## src/rtl/conv3x3_engine.sv

```systemverilog
// 3x3 fixed-point convolution over an IMG_W x IMG_H image (valid region), reading
// coefficients and pixels through a 1-cycle-latency BRAM port. Define CONV_RELU_EN for ReLU on writes.
module conv3x3_engine #(
    parameter int IMG_W     = 28,
    parameter int IMG_H     = 28,
    parameter int FRAC_BITS = 16,
    parameter int ADDR_W    = 32
) (
    input  logic              clk,
    input  logic              rst_n,
    input  logic              ready,
    input  logic [ADDR_W-1:0] ker_base,
    input  logic [ADDR_W-1:0] img_base,
    input  logic [ADDR_W-1:0] out_base,
    output logic              R_req,
    output logic [ADDR_W-1:0] R_addr,
    input  logic [31:0]       R_data,
    output logic [3:0]        W_req,
    output logic [ADDR_W-1:0] W_addr,
    output logic [31:0]       W_data,
    output logic              busy,
    output logic              done
);

    localparam int XW = $clog2(IMG_W) + 1;
    localparam int YW = $clog2(IMG_H) + 1;
    localparam logic [XW-1:0] X_LAST = XW'(IMG_W - 2);
    localparam logic [YW-1:0] Y_LAST = YW'(IMG_H - 2);

    localparam logic [2:0] IDLE   = 3'd0;
    localparam logic [2:0] LOAD_K = 3'd1;
    localparam logic [2:0] READ   = 3'd2;
    localparam logic [2:0] WRITE  = 3'd3;
    localparam logic [2:0] DONE   = 3'd4;

    logic [2:0]        state;
    logic [3:0]        c;
    logic [XW-1:0]     x;
    logic [YW-1:0]     y;
    logic [ADDR_W-1:0] ker_base_q;
    logic [ADDR_W-1:0] img_base_q;
    logic [ADDR_W-1:0] out_base_q;
    logic [31:0]       k [0:8];
    logic [31:0]       acc;

    logic [1:0]        kr;
    logic [1:0]        kc;
    logic              slot_issue;
    logic              slot_capture;
    logic              last_slot;
    logic              last_pix;
    logic [3:0]        t_idx;
    logic [ADDR_W-1:0] pix_idx;
    logic [ADDR_W-1:0] out_idx;
    logic [ADDR_W-1:0] ker_addr;
    logic [ADDR_W-1:0] img_addr;
    logic [ADDR_W-1:0] wr_addr;
    logic signed [63:0] k_ext;
    logic signed [63:0] d_ext;
    logic signed [63:0] prod;
    logic [31:0]       prod_q;
    logic [31:0]       acc_nxt;
    logic [31:0]       wr_data;

    // Window row/column of the tap whose address is issued in slot c.
    always_comb begin
        kr = 2'd0;
        kc = 2'd0;
        case (c)
            4'd1: kc = 2'd1;
            4'd2: kc = 2'd2;
            4'd3: kr = 2'd1;
            4'd4: begin kr = 2'd1; kc = 2'd1; end
            4'd5: begin kr = 2'd1; kc = 2'd2; end
            4'd6: kr = 2'd2;
            4'd7: begin kr = 2'd2; kc = 2'd1; end
            4'd8: begin kr = 2'd2; kc = 2'd2; end
            default: begin kr = 2'd0; kc = 2'd0; end
        endcase
    end

    always_comb begin
        slot_issue   = (c <= 4'd8);
        slot_capture = (c >= 4'd2);
        last_slot    = (c == 4'd10);
        last_pix     = (x == X_LAST) && (y == Y_LAST);
        t_idx        = slot_capture ? (c - 4'd2) : 4'd0;

        pix_idx  = (ADDR_W'(y) + ADDR_W'(kr) - ADDR_W'(1)) * ADDR_W'(IMG_W)
                 + ADDR_W'(x) + ADDR_W'(kc) - ADDR_W'(1);
        out_idx  = (ADDR_W'(y) - ADDR_W'(1)) * ADDR_W'(IMG_W - 2)
                 + ADDR_W'(x) - ADDR_W'(1);
        ker_addr = ker_base_q + ADDR_W'({c, 2'b00});
        img_addr = img_base_q + (pix_idx << 2);
        wr_addr  = out_base_q + (out_idx << 2);

        // Full-precision product; the Q-format result is the 32-bit slice above FRAC_BITS.
        k_ext   = 64'($signed(k[t_idx]));
        d_ext   = 64'($signed(R_data));
        prod    = k_ext * d_ext;
        prod_q  = 32'(prod >>> FRAC_BITS);
        acc_nxt = ((t_idx == 4'd0) ? 32'd0 : acc) + prod_q;

`ifdef CONV_RELU_EN
        wr_data = acc[31] ? 32'd0 : acc;
`else
        wr_data = acc;
`endif
    end

    assign busy = (state != IDLE) && (state != DONE);

    always_ff @(posedge clk or negedge rst_n) begin
        if (!rst_n) begin
            state      <= IDLE;
            c          <= '0;
            x          <= XW'(1);
            y          <= YW'(1);
            ker_base_q <= '0;
            img_base_q <= '0;
            out_base_q <= '0;
            acc        <= '0;
            for (int unsigned i = 0; i < 9; i++) begin
                k[i] <= '0;
            end
            R_req      <= 1'b0;
            R_addr     <= '0;
            W_req      <= '0;
            W_addr     <= '0;
            W_data     <= '0;
            done       <= 1'b0;
        end else begin
            R_req <= 1'b0;
            R_addr <= '0;
            W_req <= '0;
            done  <= (state == DONE) && ready;

            case (state)
                IDLE: begin
                    c <= '0;
                    if (ready) begin
                        ker_base_q <= ker_base;
                        img_base_q <= img_base;
                        out_base_q <= out_base;
                        x          <= XW'(1);
                        y          <= YW'(1);
                        state      <= LOAD_K;
                    end
                end
                LOAD_K: begin
                    if (slot_issue) begin
                        R_req  <= 1'b1;
                        R_addr <= ker_addr;
                    end
                    if (slot_capture) begin
                        k[t_idx] <= R_data;
                    end
                    if (last_slot) begin
                        c     <= '0;
                        state <= READ;
                    end else begin
                        c <= c + 4'd1;
                    end
                end
                READ: begin
                    if (slot_issue) begin
                        R_req  <= 1'b1;
                        R_addr <= img_addr;
                    end
                    if (slot_capture) begin
                        acc <= acc_nxt;
                    end
                    if (last_slot) begin
                        c     <= '0;
                        state <= WRITE;
                    end else begin
                        c <= c + 4'd1;
                    end
                end
                WRITE: begin
                    W_req  <= 4'b1111;
                    W_addr <= wr_addr;
                    W_data <= wr_data;
                    c      <= '0;
                    if (last_pix) begin
                        x     <= XW'(1);
                        y     <= YW'(1);
                        state <= DONE;
                    end else begin
                        if (x == X_LAST) begin
                            x <= XW'(1);
                            y <= y + YW'(1);
                        end else begin
                            x <= x + XW'(1);
                        end
                        state <= READ;
                    end
                end
                DONE: begin
                    c <= '0;
                    if (!ready) begin
                        state <= IDLE;
                    end
                end
                default: begin
                    c     <= '0;
                    state <= IDLE;
                end
            endcase
        end
    end

endmodule

```

## config.mk

```make
export PLATFORM = sky130hd
export DESIGN_NAME = conv3x3_engine
export DESIGN_NICKNAME = d
export VERILOG_FILES = /design/src/rtl/conv3x3_engine.sv
export SDC_FILE = /design/constraint.sdc
export NUM_CORES = 2
export LEC_CHECK = 0
export CAP_MARGIN = 40
export CORE_MARGIN = 2
export CORE_UTILIZATION = 30
export DETAILED_ROUTE_END_ITERATION = 7
export GPL_ROUTABILITY_DRIVEN = 0
export SLEW_MARGIN = 20
export SYNTH_ARGS = -nofsm -noshare
export SYNTH_HDL_FRONTEND = slang
export SYNTH_SLANG_ARGS = --single-unit
```

## constraint.sdc

```tcl
create_clock -name clk -period 20.5 [get_ports clk]
set_input_delay 3.075 -clock clk [delete_from_list [all_inputs] [get_ports clk]]
set_output_delay 3.075 -clock clk [all_outputs]
set_load 0.02 [all_outputs]
```

==> key figures <==
Status
  • Status: complete, no violations

Clock network
  • Worst-path clk slew: around 60 ps
  • CTS Buf Count: 66
  • Sink Count: between 500 and 600
  • CTS root buf: clkbuf_16
  • # Post-CTS Setup Buffers: 0
  • CTS Buffer Depth: 3
  • Skew-Pair Late Insertion Delay: 690 ps
  • Hold_buf cts: 0
  • CTS tree: yes
  • Htree depth: 3
  • PostCTS Resize Cnt: 0

Layout
  • Layout cells sized above 1: a little under a tenth
  • Non-Filler Instances: 8875
  • P&R area growth vs syn: 13.2%
  • Fin nets: 7538

Critical path
  • CP peak stage delay: 770 ps
  • Worst-path fanout max: 32
  • Arr. time, crit path: 14360 ps
  • Critical Path Source Type: flip-flop
  • Reg2reg path depth: between 40 and 50
  • Critical R2R Launch: c[1]$_DFF_PN0_
  • CP most frequent cell: fa_1
  • Critical path's slowest cell: dfrtp_1
  • Required time worst endpoint: 21050 ps
  • Reg2reg setup slack: 6680 ps
  • Worst Setup End Kind: flip-flop
  • WS Path Type: flip-flop to flip-flop
  • RR Endpoint: acc[31]$_DFFE_PN0P_

Global route
  • Gr ovfl total: 0
  • Largest net degree at the start of global routing: roughly 170
  • First-pass GRT wire length: 270000 µm
  • Total global-route track usage: 17.3%
  • Number of global-route vias before repair: 46100
  • Busiest grt layer: met2
  • M2 GR Usage: 29.2%
  • Initial antenna violation count: 5
  • M1 GR Usage: a little under a quarter
  • Met3 Usage GRT: between 3 and 4%

STA
  • Final Max Tran Viols: 0
  • Min Tclk post-route: 13820 ps
  • Final Hold Vio Count: 0
  • Relative slew slack: 34.1%
  • Tcrit/Tclk final: 67.4%
  • Final Skew: 46.5 ps
  • Max Fclk: around 72 MHz
  • Final TNS setup: 0 ps
  • Slew @ Worst Pin: 989 ps
  • Setup WS post-layout: 6680 ps
  • # setup viols final: 0
  • RSZ-0062 raised after global routing: false

Synth
  • Largest family of logic cells by synthesized area: adder cells
  • Synth Net Count: 7457
  • Post-synth EDFFs: 0
  • Top cells by count, synth: 942 x inv_1, 919 x nand2_1, 858 x fa_1
  • Post-synthesis adder-cell area fraction: 36.6%
  • Top post-synthesis cells by area: fa_1 29%, dfrtp_1 23%, ha_1 7.5%, inv_1 6.0%, nand2_1 5.8%
  • Mapped Cells: slightly above 6000
  • Seq/Total Area, Yosys: between 20% and 30%
  • Count leader, synth: inv_1
  • Simple-gate area share of the yosys netlist: between 10% and 20%
  • Cell Area, Synth: 59000 µm²
  • Synth Warn #: 0
  • Main synth FF type: dfrtp_1
  • Syn_area_per_cell: 9.65 µm²
  • Largest area contributor in the netlist: fa_1
  • Synth top area share: 29.1%
  • Compound-gate portion of the synthesized area: 8.27%
  • Synth cell types: 96
  • Post-synthesis xor/xnor area fraction: 3.67%
  • Yosys reg bits: about 530
  • Mux cell area share after synthesis: 5.60%
  • Synth async-reset ratio: 100%

Placement
  • Port bufs: 233
  • Pre-CTS setup slack: 6650 ps
  • Post-Place Cells: a little under 9000
  • DP HPWL: 124000 µm

Drt
  • Via count: 42800
  • Routed wire per std cell: roughly 19 µm
  • Number of antenna-violating nets in the routed design: 0
  • 1st-iter DRT viols: 2509
  • DR vias/cell: 4.82
  • Remaining DRCs: 0
  • DR pass1 iterations: 5
  • Total wire length: 171000 µm

Min path
  • Min-delay worst type: flip-flop to flip-flop
  • WHS Path Cells: 2
  • Hold Startpoint: W_data[0]$_DFFE_PN0P_
  • Hold EP: W_data[0]$_DFFE_PN0P_

Run
  • Max-Cap Viols: 0

Floorplan
  • I/O Pins: 234
  • Die Wd: 448 µm
  • Core box area: 195000 µm²
  • Die area: 200000 µm²
  • Starting Density: 30.2%
  • Row cnt: 162
  • Die Y: ~450 µm
[placed cells by master, fill, tap and decap left out, types with 119 or more instances in the layout]
master           Yosys  routed
nand2_1            919     917
mux2_2             292     292
nor2_1             159     146
inv_1              942     942
a21oi_1            170     169
clkdlybuf4s50_1      0     232
dfrtp_1            532     532
xnor2_1            156     156
and2_1             507     507
fa_1               858     858
ha_1               353     353
o21ai_0            119     119
[area by class of cell]
class | count | area (µm²)
fill | 19700 | 128000
sequential | 534 | 13400
multi-input combinational | 4304 | 41000
tap | 2624 | 3280
antenna | 4 | 10.0
clock buffer | 86 | 1850
clock inverter | 33 | 384
inverter | 944 | 3540
timing repair buffer | 346 | 3300
[critical path, delay by kind of cell, from the launching register on]
family          cells  cell delay [ps]
buf+inv             7             1300
xor+xnor            2              330
flops               1              770
fa+ha+maj          11             4800
compound gates     18             4190
simple gates        6             2230
[logic make-up (layout without fill, tap and decap cells)]
logic type / after synthesis / after routing
simple gates: 1845 / 1845
buf+inv: 1277 / 1409
fa+ha+maj: 1211 / 1211
compound gates: 708 / 708
flops: 534 / 534
mux: 294 / 294
xor+xnor: 246 / 246
other cells: 0 / 4
[how the worst max path moves through the flow]
stage              startpoint             endpoint  slack [ps]  cells after the start
6_report       c[1]$_DFF_PN0_  acc[31]$_DFFE_PN0P_        6680                     44
5_1_grt        c[1]$_DFF_PN0_  acc[31]$_DFFE_PN0P_        5780                     47
4_1_cts        c[1]$_DFF_PN0_  acc[31]$_DFFE_PN0P_        6820                     44
3_5_place_dp        R_data[7]  acc[31]$_DFFE_PN0P_        6650                     38
3_3_place_gp        R_data[9]  acc[31]$_DFFE_PN0P_        6700                     39
2_1_floorplan       R_data[0]  acc[31]$_DFFE_PN0P_        8670                     39
[sequential cells by signal (all words and copies together), names as in the netlist]
name,count
R_addr,32
R_req,1
W_addr,32
W_data,32
W_req,1
acc,32
c,4
done,1
img_base_q,32
k,288
ker_base_q,32
out_base_q,32
state,3
x,6
y,6
[per-layer routing]
| layer | wire, µm | share of wire, % |
|---|---|---|
| met5 | 27 | 0.016 |
| met4 | 5020 | 2.9 |
| met3 | 10400 | 6.1 |
| met2 | 83000 | 49 |
| met1 | 72400 | 42 |
[stage by stage]
step / area [µm²] / util (%) / hold slack, ps
after floorplan: 59000 / - / 439
after global placement: 64400 / 33.0 / 451
after global routing: 66800 / 34.2 / 495
after detailed placement: 64500 / 33.0 / 463
after CTS: 66700 / 34.2 / 479
final: 66800 / 34.2 / 471
Power is not shown: default switching activity piles up to over one toggle a cycle in this logic, so the estimate is an artifact.
